==> config.mk <==
export PLATFORM = sky130hd
export DESIGN_NAME = bitwise_tt_sequencer
export DESIGN_NICKNAME = d
export VERILOG_FILES = /design/src/rtl/bitwise_tt_pkg.sv /design/src/rtl/bitwise_hold_timer.sv /design/src/rtl/bitwise_tt_sequencer.sv
export SDC_FILE = /design/constraint.sdc
export NUM_CORES = 1
export LEC_CHECK = 0
export ABC_CLOCK_PERIOD_IN_PS = 4800
export CAP_MARGIN = 10
export CORE_AREA = 2 2 80 98
export DETAILED_ROUTE_END_ITERATION = 7
export DIE_AREA = 0 0 82 100
export DONT_BUFFER_PORTS = 1
export GPL_TIMING_DRIVEN = 0
export HOLD_SLACK_MARGIN = 0.12
export PLACE_DENSITY = 0.51
export SLEW_MARGIN = 40
export SYNTH_ARGS = -nofsm -noshare
export SYNTH_HDL_FRONTEND = slang
export SYNTH_SLANG_ARGS = --single-unit
==> constraint.sdc <==
create_clock -name clk_in -period 4.8 [get_ports clk_in]
set_input_delay 0.96 -clock clk_in [delete_from_list [all_inputs] [get_ports clk_in]]
set_output_delay 0.96 -clock clk_in [all_outputs]
set_load 0.02 [all_outputs]
==> src/rtl/bitwise_tt_pkg.sv <==
`default_nettype none
// ============================================================================
//  Module      : bitwise_tt_pkg
//  Description : Shared types and constants for the bitwise truth-table
//                sequencer: FSM state encoding, golden truth table, counter
//                widths and a per-combination golden byte lookup.
//  Revision    : 1.0 - initial release
// ============================================================================
package bitwise_tt_pkg;

    // Width of the operand-combination index {a,b}
    localparam int COMBO_W = 2;
    // Width of the settle/hold counter (covers HOLD_CYCLES up to 15)
    localparam int HOLD_W  = 4;

    // Expected truth table {r3,r2,r1,r0}; byte k is the operator result
    // for operand combination k = {a,b}.
    localparam logic [31:0] TT_GOLDEN = 32'h8BA63678;

    typedef enum logic [1:0] {
        IDLE   = 2'd0,
        DRIVE  = 2'd1,
        SAMPLE = 2'd2,
        DONE   = 2'd3
    } state_t;

    // Golden result byte for operand combination k.
    function automatic logic [7:0] golden_byte(input logic [COMBO_W-1:0] k);
        return TT_GOLDEN[{k, 3'b000} +: 8];
    endfunction

endpackage
`default_nettype wire

==> src/rtl/bitwise_hold_timer.sv <==
`default_nettype none
// ============================================================================
//  Module      : bitwise_hold_timer
//  Description : Settle-time counter. Clears to zero on i_clr, counts up
//                while i_en is high, and flags o_expire when the count
//                equals HOLD_CYCLES-1.
//  Ports       : clk, rst    - clock and synchronous active-high reset
//                i_clr       - synchronous clear (priority over enable)
//                i_en        - count enable
//                o_expire    - count has reached HOLD_CYCLES-1
//  Revision    : 1.0 - initial release
// ============================================================================
module bitwise_hold_timer
    import bitwise_tt_pkg::*;
#(
    parameter int HOLD_CYCLES = 1
) (
    input  logic clk,
    input  logic rst,
    input  logic i_clr,
    input  logic i_en,
    output logic o_expire
);

    localparam logic [HOLD_W-1:0] C_LAST = HOLD_W'(HOLD_CYCLES - 1);

    logic [HOLD_W-1:0] r_cnt;

    always_ff @(posedge clk) begin
        if (rst || i_clr) begin
            r_cnt <= '0;
        end else if (i_en) begin
            r_cnt <= r_cnt + 1'b1;
        end
    end

    assign o_expire = (r_cnt == C_LAST);

endmodule
`default_nettype wire

==> src/rtl/bitwise_tt_sequencer.sv <==
`default_nettype none
// ============================================================================
//  Module      : bitwise_tt_sequencer
//  Description : Drives all four {a,b} operand combinations into a 2-input
//                bitwise operator block, waits HOLD_CYCLES per combination,
//                captures the eight operator results into a 32-bit truth
//                table and compares it against TT_GOLDEN.
//  Parameters  : HOLD_CYCLES  - drive cycles per combination (1..15)
//  Ports       : clk_in, rst_in  - clock, synchronous active-high reset
//                start_in        - run request (honoured only in IDLE)
//                res_in[7:0]     - operator results {y7..y0}
//                a_out, b_out    - registered operands to the operator
//                busy_out        - run in progress (DRIVE/SAMPLE)
//                done_out        - one-cycle completion pulse
//                pass_out        - last run matched golden table
//                err_cnt_out[2:0]- mismatching combinations in last run
//                tt_out[31:0]    - captured table {r3,r2,r1,r0}
//                fail_mask_out[3:0] - per-combination mismatch flags
//                                  (present only with TT_FAIL_MASK_EN)
//  Options     : `define TT_FAIL_MASK_EN to add fail_mask_out.
//  Revision    : 1.0 - initial release
// ============================================================================
module bitwise_tt_sequencer
    import bitwise_tt_pkg::*;
#(
    parameter int HOLD_CYCLES = 1
) (
    input  logic        clk_in,
    input  logic        rst_in,
    input  logic        start_in,
    input  logic [7:0]  res_in,
    output logic        a_out,
    output logic        b_out,
    output logic        busy_out,
    output logic        done_out,
    output logic        pass_out,
    output logic [2:0]  err_cnt_out,
    output logic [31:0] tt_out
`ifdef TT_FAIL_MASK_EN
    ,
    output logic [3:0]  fail_mask_out
`endif
);

    localparam logic [COMBO_W-1:0] C_LAST_COMBO = '1;

    state_t             r_state;
    logic [COMBO_W-1:0] r_k;
    logic               r_a;
    logic               r_b;
    logic               r_busy;
    logic               r_done;
    logic               r_pass;
    logic [2:0]         r_err_cnt;
    logic [31:0]        r_tt;
    logic [3:0]         r_fail_mask;

    logic               w_expire;
    logic               w_mismatch;
    logic [2:0]         w_err_next;
    logic [COMBO_W-1:0] w_k_next;

    // The hold counter only runs in DRIVE; any other state holds it at 0 so
    // each new combination starts a fresh settle window.
    bitwise_hold_timer #(
        .HOLD_CYCLES (HOLD_CYCLES)
    ) u_hold_timer (
        .clk      (clk_in),
        .rst      (rst_in),
        .i_clr    (r_state != DRIVE),
        .i_en     (r_state == DRIVE),
        .o_expire (w_expire)
    );

    assign w_mismatch = (res_in != golden_byte(r_k));
    // At most four increments per run, so the 3-bit count never wraps.
    assign w_err_next = r_err_cnt + {2'b00, w_mismatch};
    assign w_k_next   = r_k + 1'b1;

    always_ff @(posedge clk_in) begin
        if (rst_in) begin
            r_state     <= IDLE;
            r_k         <= '0;
            r_a         <= 1'b0;
            r_b         <= 1'b0;
            r_busy      <= 1'b0;
            r_done      <= 1'b0;
            r_pass      <= 1'b0;
            r_err_cnt   <= '0;
            r_tt        <= '0;
            r_fail_mask <= '0;
        end else begin
            case (r_state)
                IDLE: begin
                    r_done <= 1'b0;
                    if (start_in) begin
                        r_state     <= DRIVE;
                        r_k         <= '0;
                        r_a         <= 1'b0;
                        r_b         <= 1'b0;
                        r_busy      <= 1'b1;
                        r_pass      <= 1'b0;
                        r_err_cnt   <= '0;
                        r_tt        <= '0;
                        r_fail_mask <= '0;
                    end
                end

                DRIVE: begin
                    if (w_expire) begin
                        r_state <= SAMPLE;
                    end
                end

                SAMPLE: begin
                    r_tt[{r_k, 3'b000} +: 8] <= res_in;
                    r_err_cnt                <= w_err_next;
                    r_fail_mask[r_k]         <= w_mismatch;
                    if (r_k == C_LAST_COMBO) begin
                        r_state <= DONE;
                        r_busy  <= 1'b0;
                        r_done  <= 1'b1;
                        r_a     <= 1'b0;
                        r_b     <= 1'b0;
                        // Uses the count including this final compare so the
                        // verdict is valid in the same cycle as done_out.
                        r_pass  <= (w_err_next == 3'd0);
                    end else begin
                        r_state      <= DRIVE;
                        r_k          <= w_k_next;
                        {r_a, r_b}   <= w_k_next;
                    end
                end

                DONE: begin
                    // start_in is deliberately ignored here; only IDLE
                    // accepts a new run.
                    r_done  <= 1'b0;
                    r_state <= IDLE;
                end

                default: begin
                    r_state <= IDLE;
                end
            endcase
        end
    end

    assign a_out       = r_a;
    assign b_out       = r_b;
    assign busy_out    = r_busy;
    assign done_out    = r_done;
    assign pass_out    = r_pass;
    assign err_cnt_out = r_err_cnt;
    assign tt_out      = r_tt;

`ifdef TT_FAIL_MASK_EN
    assign fail_mask_out = r_fail_mask;
`else
    // Mask is still tracked internally but has no consumer in this build.
    logic w_unused_mask;
    assign w_unused_mask = ^r_fail_mask;
`endif

endmodule
`default_nettype wire

==> run summary <==
The slowest stage cell on the critical path is sky130_fd_sc_hd__dfxtp_1. Cell internal power dissipation: 591.7 µW. For this design the static power due to leakage is 0.8993 nW. The tools report the number of nets produced by synthesis as 290. Grouping stages by cell kind, the critical path spends the most delay in simple AND/OR/NAND/NOR gates. STA classifies the critical path endpoint as a flip-flop. Via count of the first global-routing pass: 1,793. The total via count in the routed design is 1,833, and the share of the clock period used by the worst path is 58.19%. In this run, placement finished with an instance count of 356. The H-tree was split into 2 levels.

The run gives 0 as the number of nets with antenna violations after routing. The top cell type by area accounts for 42.55% of the synthesized area. The first global-routing pass estimated 9632 µm of wire. The power per standard cell area was 327.4 mW/mm²; the leftover overflow at the end of global routing was 0. The tools report the data arrival time of the worst path as 3.02 ns. By count the netlist is led by 48 x sky130_fd_sc_hd__dfxtp_1, 30 x sky130_fd_sc_hd__a21oi_1, 30 x sky130_fd_sc_hd__nand2_1.

The final routed wire length divided by cell count is 16.56 µm. Post-synthesis instance area: 0.002258 mm². Across every metal layer, demand over resource in global routing totals 15.43%. Summing all placed instances gives a cell area of 0.002374 mm². The met3 track demand over resource in global routing is 5.036%. Across the run, the number of max-cap violations was 0. After routing the design area is 0.002472 mm². The number of hold-slack violations in the final timing report was 0. The maximum ir drop on the vdd rail is 0.1400 mV. The average instance in the mapped netlist occupies 8.555 µm². Clock root buffer: sky130_fd_sc_hd__clkbuf_8. For this run, the number of standard cells in the final layout without fillers is 362.

In the post-synthesis netlist, the cell with the most instances is sky130_fd_sc_hd__dfxtp_1. Counting flops and latches in the post-synthesis netlist gives 48. For this run, asynchronously set or reset flops after synthesis account for 0%. In this run the power spent charging and discharging nets is 217.7 µW. For the worst flop-to-flop path, the logic depth is 12.

The post-detailed-placement half-perimeter wirelength came out at 4500 µm. The number of hold buffers added after CTS was 0. The worst register-to-register path ends at pass_out$_SDFFE_PP0P_. The initial utilization of the core area, before any placement, comes to 30.70%. The count of clock tree sinks is 48, and the width of the chip is 82 µm. After clock tree synthesis, the clock-pin slew on the worst setup and hold paths is 0.08 ns. The portion of total power attributed to combinational logic came out at 14.0%. The path with the worst hold slack has its endpoint at u_hold_timer.r_cnt[0]$_SDFFE_PP0P_. The run gives 51 as the number of top-level pins. The worst-path maximum fanout came out at 10. The number of enable-type register cells in the synthesized netlist was 0. For this run, the detailed router's first-pass iteration total came to 6.

In this run the post-CTS setup repair buffer count came out at 0. At the pin with the least slew margin, the transition time is 0.6182 ns. Setup repair after global routing left no endpoint under its margin. The number of warnings issued by yosys was 0; the share of the yosys chip area belonging to registers was 42.55%. The die boundary height is 100 µm, and the number of placement rows is 35. For the setup violation total in the final timing report, the log shows 0.

By area the synthesized netlist is led by sky130_fd_sc_hd__dfxtp_1 43%, sky130_fd_sc_hd__ha_1 8.3%, sky130_fd_sc_hd__a21oi_1 6.6%. Number of antenna violations at the first check in global routing: 0. Switching power share of the total: 26.90%. The aggregate routed wire length was 5993 µm; the number of resized instances in the post-cts repair step was 0.

On the worst path, the slowest cell contributes a delay of 0.48 ns. After routing, the total negative slack on setup checks comes to 0 ns. In this run the standard cell core region covers 0.007357 mm². The run gives 58.79% as the remaining max-slew budget at the tightest pin. Among all flip-flop cells after synthesis, the most frequent one is sky130_fd_sc_hd__dfxtp_1. The maximum buffer depth of the clock tree was 2. The largest total area in the synthesized netlist belongs to sky130_fd_sc_hd__dfxtp_1. For this run, global-route usage on met2 was measured as 26.27%. The critical path contains buffers and inverters numbering 2 combined.

For the post-detailed-route DRC marker count, the log shows 0. The run gives 0 as the number of max-slew violations in the final report. The final layout contains 297 nets. Based on the critical path, the design can be clocked at up to 358.0 MHz.

The worst register-to-register path has a setup slack of 2.01 ns. The detailed router finished its first iteration with 76 violations. Routability-driven placement finished with a final weighted congestion of 0.8061. Among the stages of the critical path, the cell type that occurs most often is sky130_fd_sc_hd__ha_1. The number of antenna diodes in the final layout is 0.

Entering global routing, the biggest net connects 14 pins. The worst path needs 2.793 ns of the cycle, external delays included. Per report_power, the clock group accounts for 34.6% of the total. Insertion delay to the later sink of the worst-skew pair: 0.30 ns. For the instance count of the mapped netlist, the log shows 264. The highest-utilization routing layer at the global route stage is met2.

After detailed routing, the number of vias per cell comes to 5.064. The tools report the origin of the critical flop-to-flop path as r_k[0]$_SDFFE_PP0P_. The clock buffer count from CTS came out at 5. The run finished with clean final reports.

The worst setup path is of the reg -> reg kind. The fraction of final layout cells sized beyond drive strength 1 was 7.037%. The floorplan step defined a die boundary enclosing 0.008200 mm². Share of total power in sequential cells: 51.4%. Worst hold path class: reg -> reg. The hold path depth is 1.

The completed layout was analyzed and its total power is 809.4 µW. TritonCTS built the clock tree. The worst hold path begins at u_hold_timer.r_cnt[0]$_SDFFE_PP0P_. The launching element type of the critical path was a flip-flop.

In the global route stage, met1 resource usage came out at 17.89%. Traced cell by cell, the critical path runs through inv_1 -> ha_1 -> buf_2 -> or3_1 -> o21ai_0 -> nand4b_1 -> ha_1 -> ha_1 -> nor2b_1 -> nor4_1 -> nand3_1 -> a21oi_1. For the worst setup path, the data required time is 5.03 ns. Input and output buffers added on the ports amount to 0.

Across the routed clock network, the largest skew measured is 0.003643 ns. After synthesis, the netlist uses 37 different library cells. The layout overhead on the synthesized area works out to 9.474%.
[final cells by class]
class | count | area [µm²]
Buffer | 12 | 60.06
Inverter | 17 | 63.81
Fill cell | 800 | 4885
Sequential cell | 48 | 960.9
Clock buffer | 5 | 68.82
Tap cell | 92 | 115.1
Multi-Input combinational cell | 187 | 1174
Clock inverter | 1 | 30.03
[how the worst max path moves through the flow]
stage | start | depth (start not counted) | slack [ns] | endpoint
2_1_floorplan | res_in[0] | 8 | 2.25 | pass_out$_SDFFE_PP0P_
3_3_place_gp | res_in[0] | 8 | 2.00 | pass_out$_SDFFE_PP0P_
3_5_place_dp | res_in[0] | 9 | 2.01 | pass_out$_SDFFE_PP0P_
4_1_cts | r_k[0]$_SDFFE_PP0P_ | 12 | 2.00 | pass_out$_SDFFE_PP0P_
5_1_grt | r_k[0]$_SDFFE_PP0P_ | 12 | 1.85 | pass_out$_SDFFE_PP0P_
6_report | r_k[0]$_SDFFE_PP0P_ | 12 | 2.01 | pass_out$_SDFFE_PP0P_
[cells by family (layout without fill, tap and decap cells)]
logic type,after synthesis,in the layout,share of synthesized area (%)
xor gates and xnor gates,2,2,0.7758
buffers and inverters,29,35,5.485
AOI/OAI and AO/OA,52,52,14.68
adders and majority gates,15,15,8.310
and+or+nand+nor,111,111,25.04
DFF,48,48,42.55
muxes,7,7,3.158
[flip-flops by register name, indices dropped and copies added (netlist names)]
| signal | flops |
|---|---|
| r_state | 2 |
| u_hold_timer.r_cnt | 4 |
| err_cnt_out | 3 |
| tt_out | 32 |
| pass_out | 1 |
| a_out | 1 |
| done_out | 1 |
| busy_out | 1 |
| r_k | 2 |
| b_out | 1 |
[worst register-to-register path, delay by kind of cell (launching register included)]
family | cells | cell delay (ns)
adder cells (fa/ha/maj) | 3 | 0.74
flip-flops | 1 | 0.48
buffers and inverters | 2 | 0.31
AO/OA/AOI/OAI | 2 | 0.22
AND/OR/NAND/NOR | 5 | 0.99
[metal layers]
| layer | wire (µm) | vias up |
|---|---|---|
| met3 | 405 | 10 |
| met1 | 2442 | 853 |
| met5 | 0 | - |
| met4 | 106 | 0 |
| li1 | - | 917 |
| met2 | 3038 | 53 |
[power groups by stage]
stage                     sequential, mW  combinational (mW)  clock, mW
after global routing               0.417               0.126      0.302
after CTS                          0.416               0.113      0.288
after global placement             0.426               0.112          0
final                              0.416               0.114      0.280
after detailed placement           0.426               0.113          0
after floorplan                    0.424              0.0862          0
[stage by stage]
stage               setup WS [ns]  hold slack (ns)  utilization, %
finish                      2.007           0.4715           33.61
detailed placement          2.012           0.4565           32.26
CTS                         2.003           0.4773           33.61
floorplan                   2.252           0.4297               -
global placement            1.997           0.4514           32.26
global route                1.845           0.5345           33.61
[layout by cell type, fill, tap and decap left out, types with 2 or more instances in the layout]
cell type and count:
sky130_fd_sc_hd__dfxtp_1 48, sky130_fd_sc_hd__nand2_1 30, sky130_fd_sc_hd__a21oi_1 30, sky130_fd_sc_hd__nand2b_1 18
sky130_fd_sc_hd__nor2_1 18, sky130_fd_sc_hd__inv_1 17, sky130_fd_sc_hd__nand3_1 16, sky130_fd_sc_hd__ha_1 15
sky130_fd_sc_hd__o32ai_1 7, sky130_fd_sc_hd__buf_2 6, sky130_fd_sc_hd__mux2i_1 6, sky130_fd_sc_hd__nor2b_1 5
sky130_fd_sc_hd__clkbuf_1 5, sky130_fd_sc_hd__clkbuf_8 5, sky130_fd_sc_hd__a32oi_1 4, sky130_fd_sc_hd__or3_1 3
sky130_fd_sc_hd__nor4_1 3, sky130_fd_sc_hd__a21boi_0 3, sky130_fd_sc_hd__a31oi_1 3, sky130_fd_sc_hd__nand4_1 3
sky130_fd_sc_hd__nor3_1 3, sky130_fd_sc_hd__and3_1 3, sky130_fd_sc_hd__o21ai_0 2, sky130_fd_sc_hd__and3b_1 2
Note: power is estimated with default switching activity, not from simulation.
